==> config.mk <==
export PLATFORM = sky130hd
export DESIGN_NAME = nibble_serial_add_ctrl
export DESIGN_NICKNAME = d
export VERILOG_FILES = /design/src/rtl/nibble_serial_add_ctrl_pkg.sv /design/src/rtl/nibble_serial_add_ctrl_add4.sv /design/src/rtl/nibble_serial_add_ctrl.sv
export SDC_FILE = /design/constraint.sdc
export NUM_CORES = 1
export LEC_CHECK = 0
export CORE_MARGIN = 2
export CORE_UTILIZATION = 30
export CTS_BUF_LIST = sky130_fd_sc_hd__clkbuf_8 sky130_fd_sc_hd__clkbuf_16
export CTS_CLUSTER_SIZE = 8
export DETAILED_ROUTE_END_ITERATION = 16
export PLACE_DENSITY = 0.5
export SYNTH_ARGS = -nofsm -noshare
export SYNTH_HDL_FRONTEND = slang
export SYNTH_SLANG_ARGS = --single-unit
==> constraint.sdc <==
create_clock -name clk -period 5.3 [get_ports clk]
set_input_delay 0.795 -clock clk [delete_from_list [all_inputs] [get_ports clk]]
set_output_delay 0.795 -clock clk [all_outputs]
set_load 0.03 [all_outputs]
==> src/rtl/nibble_serial_add_ctrl_pkg.sv <==
// Shared constants for the nibble-serial adder: FSM state encodings and slice width.
package nibble_serial_add_ctrl_pkg;

    localparam int NIBBLE_W = 4;

    localparam logic [1:0] ST_IDLE = 2'd0;
    localparam logic [1:0] ST_RUN  = 2'd1;
    localparam logic [1:0] ST_DONE = 2'd2;

endpackage

==> src/rtl/nibble_serial_add_ctrl_add4.sv <==
// 4-bit ripple-carry adder; c3 (carry into bit 3) is exposed so the caller can form overflow.
module nibble_add4
    import nibble_serial_add_ctrl_pkg::*;
(
    input  logic [NIBBLE_W-1:0] a,
    input  logic [NIBBLE_W-1:0] b,
    input  logic                cin,
    output logic [NIBBLE_W-1:0] sum,
    output logic                cout,
    output logic                c3
);

    logic [NIBBLE_W:0] carry;

    assign carry[0] = cin;

    for (genvar i = 0; i < NIBBLE_W; i++) begin : g_bit
        assign sum[i]       = a[i] ^ b[i] ^ carry[i];
        assign carry[i + 1] = (a[i] & b[i]) | (carry[i] & (a[i] ^ b[i]));
    end

    assign cout = carry[NIBBLE_W];
    assign c3   = carry[NIBBLE_W-1];

endmodule

==> src/rtl/nibble_serial_add_ctrl.sv <==
// Adds two WIDTH-bit operands one nibble per cycle (LSB first) through a single 4-bit adder.
// Handshakes: a transfer happens on a rising edge where valid and ready are both high.
module nibble_serial_add_ctrl
    import nibble_serial_add_ctrl_pkg::*;
#(
    parameter int NIBBLES = 4,
    localparam int WIDTH  = NIBBLE_W * NIBBLES
) (
    input  logic             clk,
    input  logic             reset,
    input  logic             in_valid,
    output logic             in_ready,
    input  logic [WIDTH-1:0] a,
    input  logic [WIDTH-1:0] b,
    input  logic             cin,
    output logic             out_valid,
    input  logic             out_ready,
    output logic [WIDTH-1:0] sum,
    output logic             cout,
    output logic             ovf,
    output logic             busy,
    output logic [1:0]       dbg_state
);

    localparam int IDX_W = $clog2(NIBBLES);
    localparam logic [IDX_W-1:0] LAST_IDX = IDX_W'(NIBBLES - 1);

    logic [1:0]          state;
    logic [IDX_W-1:0]    idx;
    logic                carry;
    logic [WIDTH-1:0]    a_reg;
    logic [WIDTH-1:0]    b_reg;
    logic [NIBBLE_W-1:0] nib_sum;
    logic                nib_cout;
    logic                nib_c3;

    nibble_add4 u_add4 (
        .a    (a_reg[idx*NIBBLE_W +: NIBBLE_W]),
        .b    (b_reg[idx*NIBBLE_W +: NIBBLE_W]),
        .cin  (carry),
        .sum  (nib_sum),
        .cout (nib_cout),
        .c3   (nib_c3)
    );

    always_ff @(posedge clk or posedge reset) begin
        if (reset) begin
            state <= ST_IDLE;
            idx   <= '0;
            carry <= 1'b0;
            a_reg <= '0;
            b_reg <= '0;
            sum   <= '0;
            cout  <= 1'b0;
            ovf   <= 1'b0;
        end else begin
            case (state)
                ST_IDLE: begin
                    if (in_valid) begin
                        a_reg <= a;
                        b_reg <= b;
                        carry <= cin;
                        idx   <= '0;
                        sum   <= '0;
                        state <= ST_RUN;
                    end
                end
                ST_RUN: begin
                    sum[idx*NIBBLE_W +: NIBBLE_W] <= nib_sum;
                    carry <= nib_cout;
                    // Top nibble: its carries become the block's cout and overflow.
                    if (idx == LAST_IDX) begin
                        cout  <= nib_cout;
                        ovf   <= nib_c3 ^ nib_cout;
                        idx   <= '0;
                        state <= ST_DONE;
                    end else begin
                        idx <= idx + 1'b1;
                    end
                end
                ST_DONE: begin
                    if (out_ready) begin
                        state <= ST_IDLE;
                    end
                end
                default: state <= ST_IDLE;
            endcase
        end
    end

    assign in_ready  = (state == ST_IDLE);
    assign busy      = (state == ST_RUN);
    assign out_valid = (state == ST_DONE);
    assign dbg_state = state;

endmodule

Yosys cells after proc, flatten, opt, wreduce, memory -nomap -nowiden
Cells that the tools add are included.

word-level totals
  bits in registers = 55
  output and inout port bits = 23

operators by class
  add/subtract/negate cells = 2
  eq/ne operators = 6
  shift-type cells = 4
  mux-type cells = 12
  bitwise operators = 21
  reduce and logical (&&, ||, !) cells = 6

operators by type and width
  operator                   number
  $neg A4 Y34                1
  $shift A4 B34 Y16 const A  1
  $shiftx A4 B34 Y16         1
  $pmux W16 S2               1
  $shiftx A16 B5 Y4          2
  $bwmux W16                 1
  $mux W16                   1
  $mux W2                    5
  $xor A1 B1 Y1              9
  $and A1 B1 Y1              8
  $pmux W2 S3                1
  $reduce_and A2 Y1          3
  $eq A2 B2 Y1 const B       2
  $ne A2 B1 Y1 const B       2
  $or A1 B1 Y1               4
  $pmux W2 S2                1
  $reduce_and A3 Y1          1
  $add A2 B1 Y2 const B      1
  $eq A2 B1 Y1 const B       1
  $logic_not A2 Y1           1
  $ne A2 B2 Y1 const B       1
  $pmux W1 S2                1
  $reduce_bool A2 Y1         1
  $mux W1                    1

Logic depth before layout (Yosys ltp)
  depth after elaboration = 12
  gate-level depth with buffers = 13
  depth with buffers taken out = 11

Hierarchy
Synthesis repeated with hierarchy kept, for this count alone.

unflattened totals
  cell total of the unflattened synthesis = 176
  area, all modules = 2,667.6 um^2

by module, submodules not included
  module                  times used  cells each  area each (um^2)  sequential area each (um^2)
  nibble_serial_add_ctrl  1           164         2,557.5           1,376.3
  nibble_add4             1           12          110.1             0.0

Worst setup path before layout
OpenSTA, ideal clock, no wires.

  path type = register -> register
  start = register idx[1]
  end = register carry
  library setup time = 126 ps
  arrival = 2,886 ps
  path slack = 2,288 ps
  cell stages (with the launch flop) = 12
  buffers on the path = 1
  clock period less this slack = 3,012 ps
  cells stage by stage = dfrtp_1 -> clkbuf_1 -> mux4_2 -> inv_1 -> fa_1 -> inv_1 -> fa_1 -> inv_1 -> fa_1 -> inv_1 -> fa_1 -> a221o_1

between the ends
  word-level cells in the longest chain between the ends = 11
  elaborated cells between the ends (all ways) = 19

ends and longest elaborated chain
  what                                  line                                                        RTL
  start: declaration                    nibble_serial_add_ctrl.sv:29                                logic [IDX_W-1:0] idx;
  start signal: assignment              nibble_serial_add_ctrl.sv:78                                idx <= idx + 1'b1;
  $shiftx A16 B5 Y4 (on tied branches)  nibble_serial_add_ctrl.sv:38, nibble_serial_add_ctrl.sv:39
  $xor A1 B1 Y1                         nibble_serial_add_ctrl_add4.sv:19                           assign carry[i + 1] = (a[i] & b[i]) | (carry[i] & (a[i] ^ b[i]));
  $and A1 B1 Y1                         nibble_serial_add_ctrl_add4.sv:19
  $or A1 B1 Y1                          nibble_serial_add_ctrl_add4.sv:19
  $and A1 B1 Y1                         nibble_serial_add_ctrl_add4.sv:19
  $or A1 B1 Y1                          nibble_serial_add_ctrl_add4.sv:19
  $and A1 B1 Y1                         nibble_serial_add_ctrl_add4.sv:19
  $or A1 B1 Y1                          nibble_serial_add_ctrl_add4.sv:19
  $and A1 B1 Y1                         nibble_serial_add_ctrl_add4.sv:19
  $or A1 B1 Y1 *                        nibble_serial_add_ctrl_add4.sv:19
  via nib_cout                          nibble_serial_add_ctrl.sv:34                                logic nib_cout;
  $pmux W1 S2 *                         nibble_serial_add_ctrl.sv:57                                case (state)
  end signal: assignment                nibble_serial_add_ctrl.sv:62                                carry <= cin;
  end signal: assignment                nibble_serial_add_ctrl.sv:70                                carry <= nib_cout;
  end: declaration                      nibble_serial_add_ctrl.sv:30                                logic carry;

Mark *: on every way through the listed nets, which the timed path passes. The rest lies on a longest branch.
A chain may end at the register's enable or synchronous reset.

Worst setup path after layout
  start = register idx[0]
  end = register carry

The elaborated chain is that of the path after synthesis.

==> out/summary.txt <==
Sw power - 0.000903 W
Fillers - 796
Root Buffer Master - clkbuf_8
Syn Area/Cell - 14.2 um^2
R2R cell count - 10
Cell internal pwr - 0.00132 W
Reg2reg end - carry
Final setup violation count - 0
Clock share of power - 0.112
Nets - 285
Netlist cell types - 29
Vias in the first global route - 1661
Fin crit share - 0.618
Area growth syn-to-layout - 31.5%
RSZ-0062 raised after global routing - false
Htree depth - 2
Final antenna-violating net count - 0
Setup bufs post-CTS - 0
R2r startpoint - idx[0]
GP Congestion - 0.769
Syn nets - 225
GRT Residual Overflow - 0
Worst Setup EP - carry
Vias/cell - 4.79
Largest net degree at the start of global routing - 56
Clock tree sinks - 55
Slew headroom - 0.486
CP max FO - 18
Total Power - 0.00222 W
DRC Markers - 0
Crit path arrival time - 3470 ps
CTS resizes - 0
Hold Fails Final Rpt - 0
Worst slew pin tran - 771 ps
Synth warn - 0
CP Capture Type - flip-flop
Gr busiest metal - met2
Multi-input logic area - 1080 um^2
Die Span Y - 96.0 um
Worst Setup SP - idx[0]
First-pass GRT wire length - 8800 um
Avg WL per Cell - 15.4 um
Reg power frac - 0.348
Post-DP HPWL - 3940 um
Seq/Total Area, Yosys - 0.542
IO Port Bufs - 59
Type of origin of the critical path - flip-flop
GR Util met1 - 0.180
# hold bufs at CTS - 0
Post-Route WL - 5320 um
Crit Path Class - flip-flop to flip-flop
Post-synthesis cell area - 2540 um^2
Initial DRC count - 33
CP Data Required Time - 5490 ps
Die area - 9210 um^2
Clk_lat worst skew - 300 ps
Grt met2 use - 0.198
Initial Utilization - 0.309
Clock Pin Slew Worst Setup and Hold Paths - 90 ps
Syn Inst Count - 179
Status - complete, no violations
Ant. Diodes - 0
Detailed-router iteration count before antenna repair - 4
Number of CTS-inserted buffers - 5
Static leakage - 1.40 nW
Number of synthesized register bits - 55
CTS tree - done
Core ar. - 8220 um^2
Hold Crit Class - flip-flop to flip-flop
Row cnt - 33
Sw Ratio - 0.407
Met3 GRT Util - 0.0274
Fin. max-slew vios - 0
Reg2Reg Setup Slack - 2030 ps
Layout Skew - 8.49 ps
Final period demand of the worst path - 3270 ps
Initial antenna violation count - 0
Die width - 96.0 um
Max IR drop VDD - 0.369 mV
Io pins - 60
Max-cap viol count - 0
Pwr Density - 665 nW/um^2
DR vias - 1651
Clock buffer depth - 2
F_max - 0.305 GHz
Share of cells above drive strength 1 - 0.217
Logic pwr share - 0.541
Register area - 1380 um^2
Tot GR Track Use - 0.126
Setup TNS - 0 ps
## synthesized netlist by cell type
master,n,share of area
ha_1,5,0.025
or3_1,2,0.0049
buf_2,7,0.014
nand3_1,3,0.0059
and3_1,1,0.0025
o21ai_0,2,0.0039
dfrtp_1,55,0.54
nor4b_1,1,0.0035
mux2_1,2,0.0089
nor2_1,2,0.0030
nor2b_1,2,0.0049
xor2_1,1,0.0035
o31ai_1,2,0.0059
a221o_1,1,0.0039
nor3b_4,1,0.0074
or3b_2,1,0.0035
a22o_1,8,0.028
nand3b_1,1,0.0030
nand2_1,7,0.010
nand2b_1,3,0.0074
a21o_1,4,0.012
or3b_4,1,0.0044
o2bb2ai_1,8,0.028
clkbuf_1,1,0.0015
mux2_2,31,0.14
fa_1,4,0.032
nor3_1,3,0.0059
mux4_2,8,0.071
inv_1,12,0.018
## final cells by class
class,instances,area share
Timing Repair Buffer,61,0.182
Sequential cell,55,0.413
Clock inverter,1,0.00113
Tap cell,105,0.0394
Inverter,12,0.0135
Clock buffer,7,0.0289
Multi-Input combinational cell,104,0.323
## per-stage QoR
stage          cells  cell area [um^2]  utilization  hold WS (ps)  worst slack [ps]
2_1_floorplan    179              2540            -           453              2290
3_3_place_gp     337              3240        0.394           475              2040
3_5_place_dp     337              3240        0.394           475              1970
4_1_cts          345              3340        0.406           501              1970
5_1_grt          345              3340        0.406           510              1740
6_report         345              3340        0.406           490              2030
## worst min path at each step
stage	startpoint	slack, ps	end	depth (start not counted)
2_1_floorplan	a_reg[7]	450	a_reg[7]	1
3_3_place_gp	a_reg[3]	480	a_reg[3]	1
3_5_place_dp	sum[8]	470	sum[8]	1
4_1_cts	sum[8]	500	sum[8]	1
5_1_grt	sum[8]	510	sum[8]	1
6_report	sum[8]	490	sum[8]	1
## per-layer routing
metal,vias to the layer above,part of all wire
li1,772,-
met1,825,0.49
met2,49,0.46
met3,5,0.040
met4,0,0.0092
met5,-,0
## critical path, cell delays in order, from the launching register on
cell and delay (ps):
dfrtp_1 850, mux4_2 590, inv_1 80, fa_1 150, inv_1 50, fa_1 350
inv_1 70, fa_1 210, inv_1 60, fa_1 410, a221o_1 330
## layout by cell type, fill, tap and decap left out, types with 2 or more instances in the layout
cell              n
nand2b_1          3
o31ai_1           2
mux4_2            8
nor2_1            2
fa_1              4
dfrtp_1          55
buf_4             2
inv_1            12
nor2b_1           2
a21o_1            4
a22o_1            8
clkdlybuf4s50_1  59
mux2_2           31
nand2_1           7
ha_1              5
clkbuf_8          7
o21ai_0           2
nand3_1           3
mux2_1            2
or3_1             2
nor3_1            3
o2bb2ai_1         8
## power groups by stage
stage | Clock, W | Sequential (W) | Combinational, W
6_report | 0.000248 | 0.000772 | 0.00120
5_1_grt | 0.000277 | 0.000806 | 0.00131
4_1_cts | 0.000261 | 0.000782 | 0.00123
3_5_place_dp | 0 | 0.000791 | 0.00122
3_3_place_gp | 0 | 0.000792 | 0.00120
2_1_floorplan | 0 | 0.000797 | 0.000794
## cells by family (layout without fill, tap and decap cells)
group,after synthesis,after routing,synth area share
xor gates and xnor gates,1,1,0.00345
muxes,41,41,0.217
and+or+nand+nor,28,28,0.0666
DFF,55,55,0.542
buffers and inverters,20,81,0.0330
AOI/OAI and AO/OA,25,25,0.0809
adders and majority gates,9,9,0.0562
Power figures use the tool's default switching activity.
